$ cat src/rtl/cmi_packet_tx_arbiter.sv
// cmi_packet_tx_arbiter: round-robin sharing of one CMI packet sender among four sources
module cmi_packet_tx_arbiter #(
  parameter int unsigned TIMEOUT_CYC = 65535
) (
  input  logic         clk,
  input  logic         rst,
  input  logic         arb_en,
  input  logic [3:0]   req,
  input  logic [255:0] src_data,
  output logic [3:0]   done,
  output logic [1:0]   gnt_id,
  output logic         busy,
  output logic         send_start,
  output logic [7:0]   send_head,
  output logic [15:0]  send_data0,
  output logic [15:0]  send_data1,
  output logic [15:0]  send_data2,
  output logic [15:0]  send_data3,
  input  logic         send_rdy,
  output logic         timeout_err,
  input  logic         err_clr
);
  typedef enum logic [2:0] {IDLE, START, WAIT_ACK, WAIT_DONE, FINISH} state_t;
  localparam logic [15:0] WD_LAST = 16'(TIMEOUT_CYC - 1);
  state_t      state;
  logic [1:0]  rr_ptr;
  logic [5:0]  seq;
  logic [15:0] wd;
  logic        aborted;
  logic [7:0]  req_rot;
  logic [1:0]  pick;
  assign send_head = {seq, gnt_id};
  // rotate req so bit 0 is the source at rr_ptr, then take the first set bit
  always_comb begin
    req_rot = {req, req} >> rr_ptr;
    pick = rr_ptr + (req_rot[0] ? 2'd0 : req_rot[1] ? 2'd1 : req_rot[2] ? 2'd2 : 2'd3);
  end
  // packet FSM: grant, start pulse, sender handshake with watchdog, completion
  always_ff @(posedge clk or posedge rst)
    if (rst) begin
      state       <= IDLE;
      rr_ptr      <= '0;
      seq         <= '0;
      wd          <= '0;
      aborted     <= 1'b0;
      gnt_id      <= '0;
      send_data0  <= '0;
      send_data1  <= '0;
      send_data2  <= '0;
      send_data3  <= '0;
      done        <= '0;
      send_start  <= 1'b0;
      busy        <= 1'b0;
      timeout_err <= 1'b0;
    end else begin
      send_start <= 1'b0;
      done       <= '0;
      if (err_clr) timeout_err <= 1'b0;
      case (state)
        IDLE:
          if (arb_en && |req) begin
            gnt_id <= pick;
            {send_data3, send_data2, send_data1, send_data0} <= src_data[64*pick +: 64];
            send_start <= 1'b1;
            busy       <= 1'b1;
            state      <= START;
          end
        START: begin
          wd      <= '0;
          aborted <= 1'b0;
          state   <= WAIT_ACK;
        end
        WAIT_ACK, WAIT_DONE: begin
          wd <= wd + 16'd1;
          if (wd == WD_LAST) begin
            timeout_err <= 1'b1;
            aborted     <= 1'b1;
            done        <= 4'b1 << gnt_id;
            state       <= FINISH;
          end else if (state == WAIT_ACK && !send_rdy) begin
            state <= WAIT_DONE;
          end else if (state == WAIT_DONE && send_rdy) begin
            done  <= 4'b1 << gnt_id;
            state <= FINISH;
          end
        end
        FINISH: begin
          rr_ptr <= gnt_id + 2'd1;
          if (!aborted) seq <= seq + 6'd1;
          busy  <= 1'b0;
          state <= IDLE;
        end
        default: state <= IDLE;
      endcase
    end
endmodule

$ cat config.mk
export PLATFORM = sky130hd
export DESIGN_NAME = cmi_packet_tx_arbiter
export DESIGN_NICKNAME = d
export VERILOG_FILES = /design/src/rtl/cmi_packet_tx_arbiter.sv
export SDC_FILE = /design/constraint.sdc
export NUM_CORES = 1
export LEC_CHECK = 0
export BUFFER_PORTS_ARGS = -buffer_cell sky130_fd_sc_hd__buf_2
export CORE_AREA = 2 2 136 138
export DETAILED_ROUTE_END_ITERATION = 12
export DIE_AREA = 0 0 138 140
export GPL_TIMING_DRIVEN = 0
export PLACE_DENSITY = 0.66
export SLEW_MARGIN = 20
export SYNTH_ARGS = -nofsm -noshare
export SYNTH_HDL_FRONTEND = slang
export SYNTH_SLANG_ARGS = --single-unit
$ cat constraint.sdc
create_clock -name clk -period 3.3 [get_ports clk]
set_input_delay 0.33 -clock clk [delete_from_list [all_inputs] [get_ports clk]]
set_output_delay 0.33 -clock clk [all_outputs]
set_load 0.02 [all_outputs]
# --- Word level (Yosys, flattened, before mapping) ---
# Cells that the tools add are included.
classes:
  addsub: 4
  n_eq_ne: 8
  shifts: 3
  n_mux: 22
  bitwise: 1
  reduce_logical: 14
ops:
  columns: ["op", "count"]
  rows:
  - ["indexed part select 256 x 9 -> 64 bit", 1]
  - ["one-hot mux 16 bit (2 select lines)", 1]
  - ["adder 16 x 1 -> 16 bit (second input constant)", 1]
  - ["== test 16 bit (second input constant)", 1]
  - ["2-to-1 mux 4 bit", 4]
  - ["2-to-1 mux 3 bit", 4]
  - ["AND reduction 2 bit", 5]
  - ["one-hot mux 3 bit (3 select lines)", 1]
  - ["2-to-1 mux 1 bit", 8]
  - [">> shifter 8 x 2 -> 3 bit", 1]
  - ["adder 6 x 1 -> 6 bit (second input constant)", 1]
  - ["== test 3 x 2 -> 1 bit (second input constant)", 2]
  - ["2-to-1 mux 2 bit", 2]
  - ["!= test 2 bit (second input constant)", 2]
  - ["!= test 4 bit (second input constant)", 1]
  - ["one-hot mux 1 bit (2 select lines)", 2]
  - ["nonzero test 2 bit", 2]
  - ["OR reduction 4 bit", 1]
  - ["<< shifter 1 x 2 -> 4 bit (first input constant)", 1]
  - ["== test 3 x 1 -> 1 bit (second input constant)", 1]
  - ["== test 3 bit (second input constant)", 1]
  - ["logical AND 1 bit", 3]
  - ["zero test 3 bit", 1]
  - ["adder 2 x 1 -> 2 bit (second input constant)", 1]
  - ["4 further kinds", 4]
word_totals:
  ff_bits: 101
  inputBits: 265
  out_inout_bits: 81

# --- Depth between registers and ports, before layout ---
depth:
  ltp_word: 6
  mapped_depth: 11
  ltp_nobuf: 8

# --- Worst setup path after synthesis ---
# Ideal clock, no wire load.
synth_timing:
  path_type: "flip-flop to flip-flop"
  from: "register rr_ptr[1]"
  to: "register send_data1[0]"
  t_arrival_ns: 2.411
  setup_slack_ns: 0.763
  stages_incl_launch_ff: 12
  path_buffers: 3
  cell_sequence: "dfrtp_1 > nand2_1 > a21oi_1 > a211oi_1 > a21oi_1 > ha_1 > clkbuf_1 > buf_2 > buf_1 > mux2i_1 > nor4_1 > a221o_1"
synth_via:
  elab_chain_len: 6
synth_lines:
  columns: ["item", "line_no", "rtl"]
  rows:
  - ["start, declared", "26", "logic [1:0] rr_ptr;"]
  - ["start signal, assigned", "88", "rr_ptr <= gnt_id + 2'd1;"]
  - [">> shifter 8 x 2 -> 3 bit (*)", "35", "req_rot = {req, req} >> rr_ptr;"]
  - ["2-to-1 mux 1 bit", "36", "pick = rr_ptr + (req_rot[0] ? 2'd0 : req_rot[1] ? 2'd1 : req_rot[2] ? 2'd2 : 2'd3);"]
  - ["2-to-1 mux 2 bit", "36", null]
  - ["2-to-1 mux 2 bit (*)", "36", null]
  - ["adder 2 bit (*)", "36", null]
  - ["via pick[0]", "31", "logic [1:0] pick;"]
  - ["indexed part select 256 x 9 -> 64 bit (*)", "63", "{send_data3, send_data2, send_data1, send_data0} <= src_data[64*pick +: 64];"]
  - ["end signal, assigned", "63", null]
  - ["end, declared", "16", "output logic [15:0] send_data1,"]
# The timed path passes the listed nets; every way through them passes the cells marked *.
# A chain may end at the register's enable or synchronous reset.

# --- Final worst setup path ---
layout_timing:
  from: "register rr_ptr[1]"
  to: "register send_data3[5]"
layout_via:
  elab_chain_len: 6
layout_lines:
  columns: ["item", "line_no", "rtl"]
  rows:
  - [">> shifter 8 x 2 -> 3 bit (*)", "35", null]
  - ["2-to-1 mux 1 bit", "36", null]
  - ["2-to-1 mux 2 bit", "36", null]
  - ["2-to-1 mux 2 bit (*)", "36", null]
  - ["adder 2 bit (*)", "36", null]
  - ["via pick[0]", "31", null]
  - ["indexed part select 256 x 9 -> 64 bit (*)", "63", null]
  - ["end signal, assigned", "63", null]
  - ["end, declared", "18", "output logic [15:0] send_data3,"]
# Marked as above.

==> results.tsv <==
metric	value	unit
outcome	complete, no violations	
cp-end-kind	flop	
die_w	138	um
critPathKind	flop to flop	
synth_seq_cells	101	
grt_max_degree	60	
hold_violations	0	
slew_headroom	42.0	%
grt_first_pass_wirelength	35400	um
dpl.hpwl	18700	um
cpMostUsedCell	a21oi_1	
areaGrowthSynthToFinish	37.1	%
critical-path-slowest-cell	buf_1	
drv_cap	0	
synth_warnings	0	
portBuffers	345	
power_density	958	nW/um^2
initial_core_util	35.2	%
grt-ovfl-total	0	
cpPeakStageDelay	0.60	ns
drv_slew	0	
grt_pass1_vias	6064	
wl	23600	um
clkTransAtPathRegs	0.07	ns
grt_use_total	23.6	%
fillers	1710	
synth_cells	612	
avgRoutedWirePerCell	19.6	um
hp-class	primary input to flop	
synth_cell_types	39	
dieHeight	140	um
p_total	8220	uW
first_iter_violations	354	
finalClockSkew	0.00758	ns
post-route-drc-count	0	
final.period_utilization	93.5	%
clock_latency	0.35	ns
vias	6347	
clkSinkCount	101	
fin_crit	3.09	ns
die-area	19300	sq um
maxClockFrequency	324	MHz
rsz0062_at_grt	no	
rows	49	
synth_nets	885	
place.gp.congestion	0.863	
cts_tree	done	
path_delay_family	buffers and inverters	
dr.pass1.iters	5	
start_kind	flop	
ctsRootBufferMaster	clkbuf_16	
fin_ws	0.214	ns
ff_latch_area	2530	sq um
ant_nets	0	
fin_nets	1242	
irDropWorstVdd	0.473	mV
avgSynthCellArea	10.2	sq um
core-area	17800	sq um
layout-drive-gt1-share	42.2	%
clock_path_buffers	2	
worst-path-buf-inv	3	
leakagePower	0.00451	uW
ios	346	
cp_data_required_time	3.53	ns
synthesis.area	6250	sq um
multi_input_area	3330	sq um
htreeDepth	3	
antenna_found_initial	4	
finalSetupViolCount	0	
cts_inserted_buffers	9	
pre_cts_slack	0.0598	ns
cp.arrival	3.31	ns
path_cells	nand2_1 > a21oi_1 > a211oi_1 > a21oi_1 > ha_1 > clkbuf_1 > buf_2 > buf_1 > mux2i_1 > nor2_1 > a221o_1	
ys_seq_area_share	40.4	%
tightest_slew	0.870	ns
crit_fanout	10	
post_cts_buffers	0	
viasPerCell	5.27	
-- flip-flops by register name (all words and copies together) (netlist names), 3 cells and up --
register / flops
done: 4
send_data0: 16
send_data1: 16
send_data2: 16
send_data3: 16
seq: 6
state: 3
wd: 16
-- layout make-up --
cell class,count,share of cell area [%]
antenna,2,0.0584
timing repair buffer,347,20.6
inverter,9,0.452
multi-input combinational,441,38.9
clock buffer,11,2.71
sequential,101,29.5
clock inverter,4,0.307
tap,229,3.34
buffer,60,4.19
-- cell usage after synthesis --
library cell | number | area [sq um]
nand3b_1 | 1 | 7.51
nor3_1 | 1 | 5.00
nand2b_1 | 4 | 25.0
and3_1 | 2 | 12.5
buf_6 | 8 | 90.1
nand2_1 | 23 | 86.3
o31a_1 | 1 | 8.76
a21oi_1 | 5 | 25.0
dfrtp_1 | 101 | 2530
nand3_1 | 11 | 55.1
inv_1 | 9 | 33.8
a21boi_0 | 1 | 7.51
xor2_1 | 2 | 17.5
or4_1 | 2 | 15.0
buf_1 | 6 | 22.5
o21ai_0 | 16 | 80.1
and2_1 | 4 | 25.0
o31ai_1 | 4 | 30.0
buf_4 | 10 | 75.1
xnor2_1 | 3 | 26.3
and4_1 | 2 | 17.5
or3b_2 | 1 | 8.76
a2bb2oi_1 | 1 | 8.76
buf_2 | 26 | 130
nor4_1 | 64 | 400
ha_1 | 8 | 100
o21ai_1 | 1 | 5.00
nand4_1 | 5 | 31.3
a211oi_1 | 3 | 22.5
or2_1 | 2 | 12.5
o211ai_1 | 4 | 30.0
mux2i_1 | 132 | 1320
nor2_1 | 69 | 259
clkbuf_1 | 11 | 41.3
nor2b_1 | 1 | 6.26
a221o_1 | 64 | 641
nor4_2 | 1 | 12.5
o22ai_1 | 1 | 6.26
mux2_2 | 2 | 22.5
-- per-layer routing --
| layer | vias up | routed length (um) | global-route usage, % |
|---|---|---|---|
| met2 | 281 | 11300 | 38.5 |
| met5 | - | 21 | 0 |
| met4 | 4 | 366 | 5.80 |
| met1 | 2968 | 10200 | 32.2 |
| li1 | 3070 | - | - |
| met3 | 24 | 1770 | 5.06 |
-- cell usage in the layout, fill, tap and decap left out, drive strengths merged, types with 2 or more instances in the layout --
cell    count
nand2b      4
nor4       65
dfrtp     101
nand4       5
a21oi       5
and4        2
clkinv      3
a211oi      3
nand3      11
ha          8
a221o      64
inv         9
diode       2
or2         2
o21ai      17
clkbuf     24
nor2       69
and3        2
o211ai      4
xor2        2
mux2i     132
buf       393
and2        4
xnor2       3
o31ai       4
nand2      23
or4         2
mux2        2
-- cell families (layout without fill, tap and decap cells) --
| kind of cell | after synthesis | count (layout) | share of synthesized area, % |
|---|---|---|---|
| other | 0 | 2 | 0 |
| AO/OA/AOI/OAI | 101 | 101 | 13.8 |
| AND/OR/NAND/NOR | 193 | 193 | 15.7 |
| adder cells (fa/ha/maj) | 8 | 8 | 1.60 |
| buffers and inverters | 70 | 431 | 6.28 |
| XOR/XNOR | 5 | 5 | 0.701 |
| flip-flops | 101 | 101 | 40.4 |
| multiplexers | 134 | 134 | 21.5 |
-- where the power goes --
| part | switching (uW) | leakage [uW] | total (uW) | internal (uW) |
|---|---|---|---|---|
| clock | 469 | 0.000125 | 976 | 507 |
| sequential | 327 | 0.00129 | 2030 | 1700 |
| combinational | 3060 | 0.00309 | 5210 | 2160 |
-- stage by stage --
step | util (%) | instances | instance area, sq um | setup TNS, ns | hold slack [ns]
after floorplan | - | 612 | 6250 | 0 | 0.429
after global placement | 46.5 | 1186 | 8270 | -109.46 | 0.460
after detailed placement | 46.7 | 1187 | 8300 | 0 | 0.374
after CTS | 48.2 | 1203 | 8570 | 0 | 0.144
after global routing | 48.2 | 1203 | 8570 | 0 | 0.143
final | 48.2 | 1204 | 8570 | 0 | 0.156
-- repair_timing --
| action | CTS | global route |
|---|---|---|
| hold buffers | 1 | 0 |
| endpoints found under the hold margin | 3 | 0 |
| setup endpoints to repair | 0 | 16 |
| gates resized for setup | 0 | 5 |
-- final timing paths --
check                          start              to  slack (ns)  depth (start not counted)
setup reg to reg           rr_ptr[1]   send_data3[5]        0.21                         11
hold reg to reg               seq[5]          seq[5]        0.47                          1
hold / removal               err_clr     timeout_err        0.16                          2
max in group asynchronous        rst  send_data0[15]        2.12                          4
setup / recovery           rr_ptr[1]   send_data3[5]        0.21                         11
min in group asynchronous        rst  send_data3[11]        0.53                          3
No activity file was read; power rests on OpenSTA's default activity.
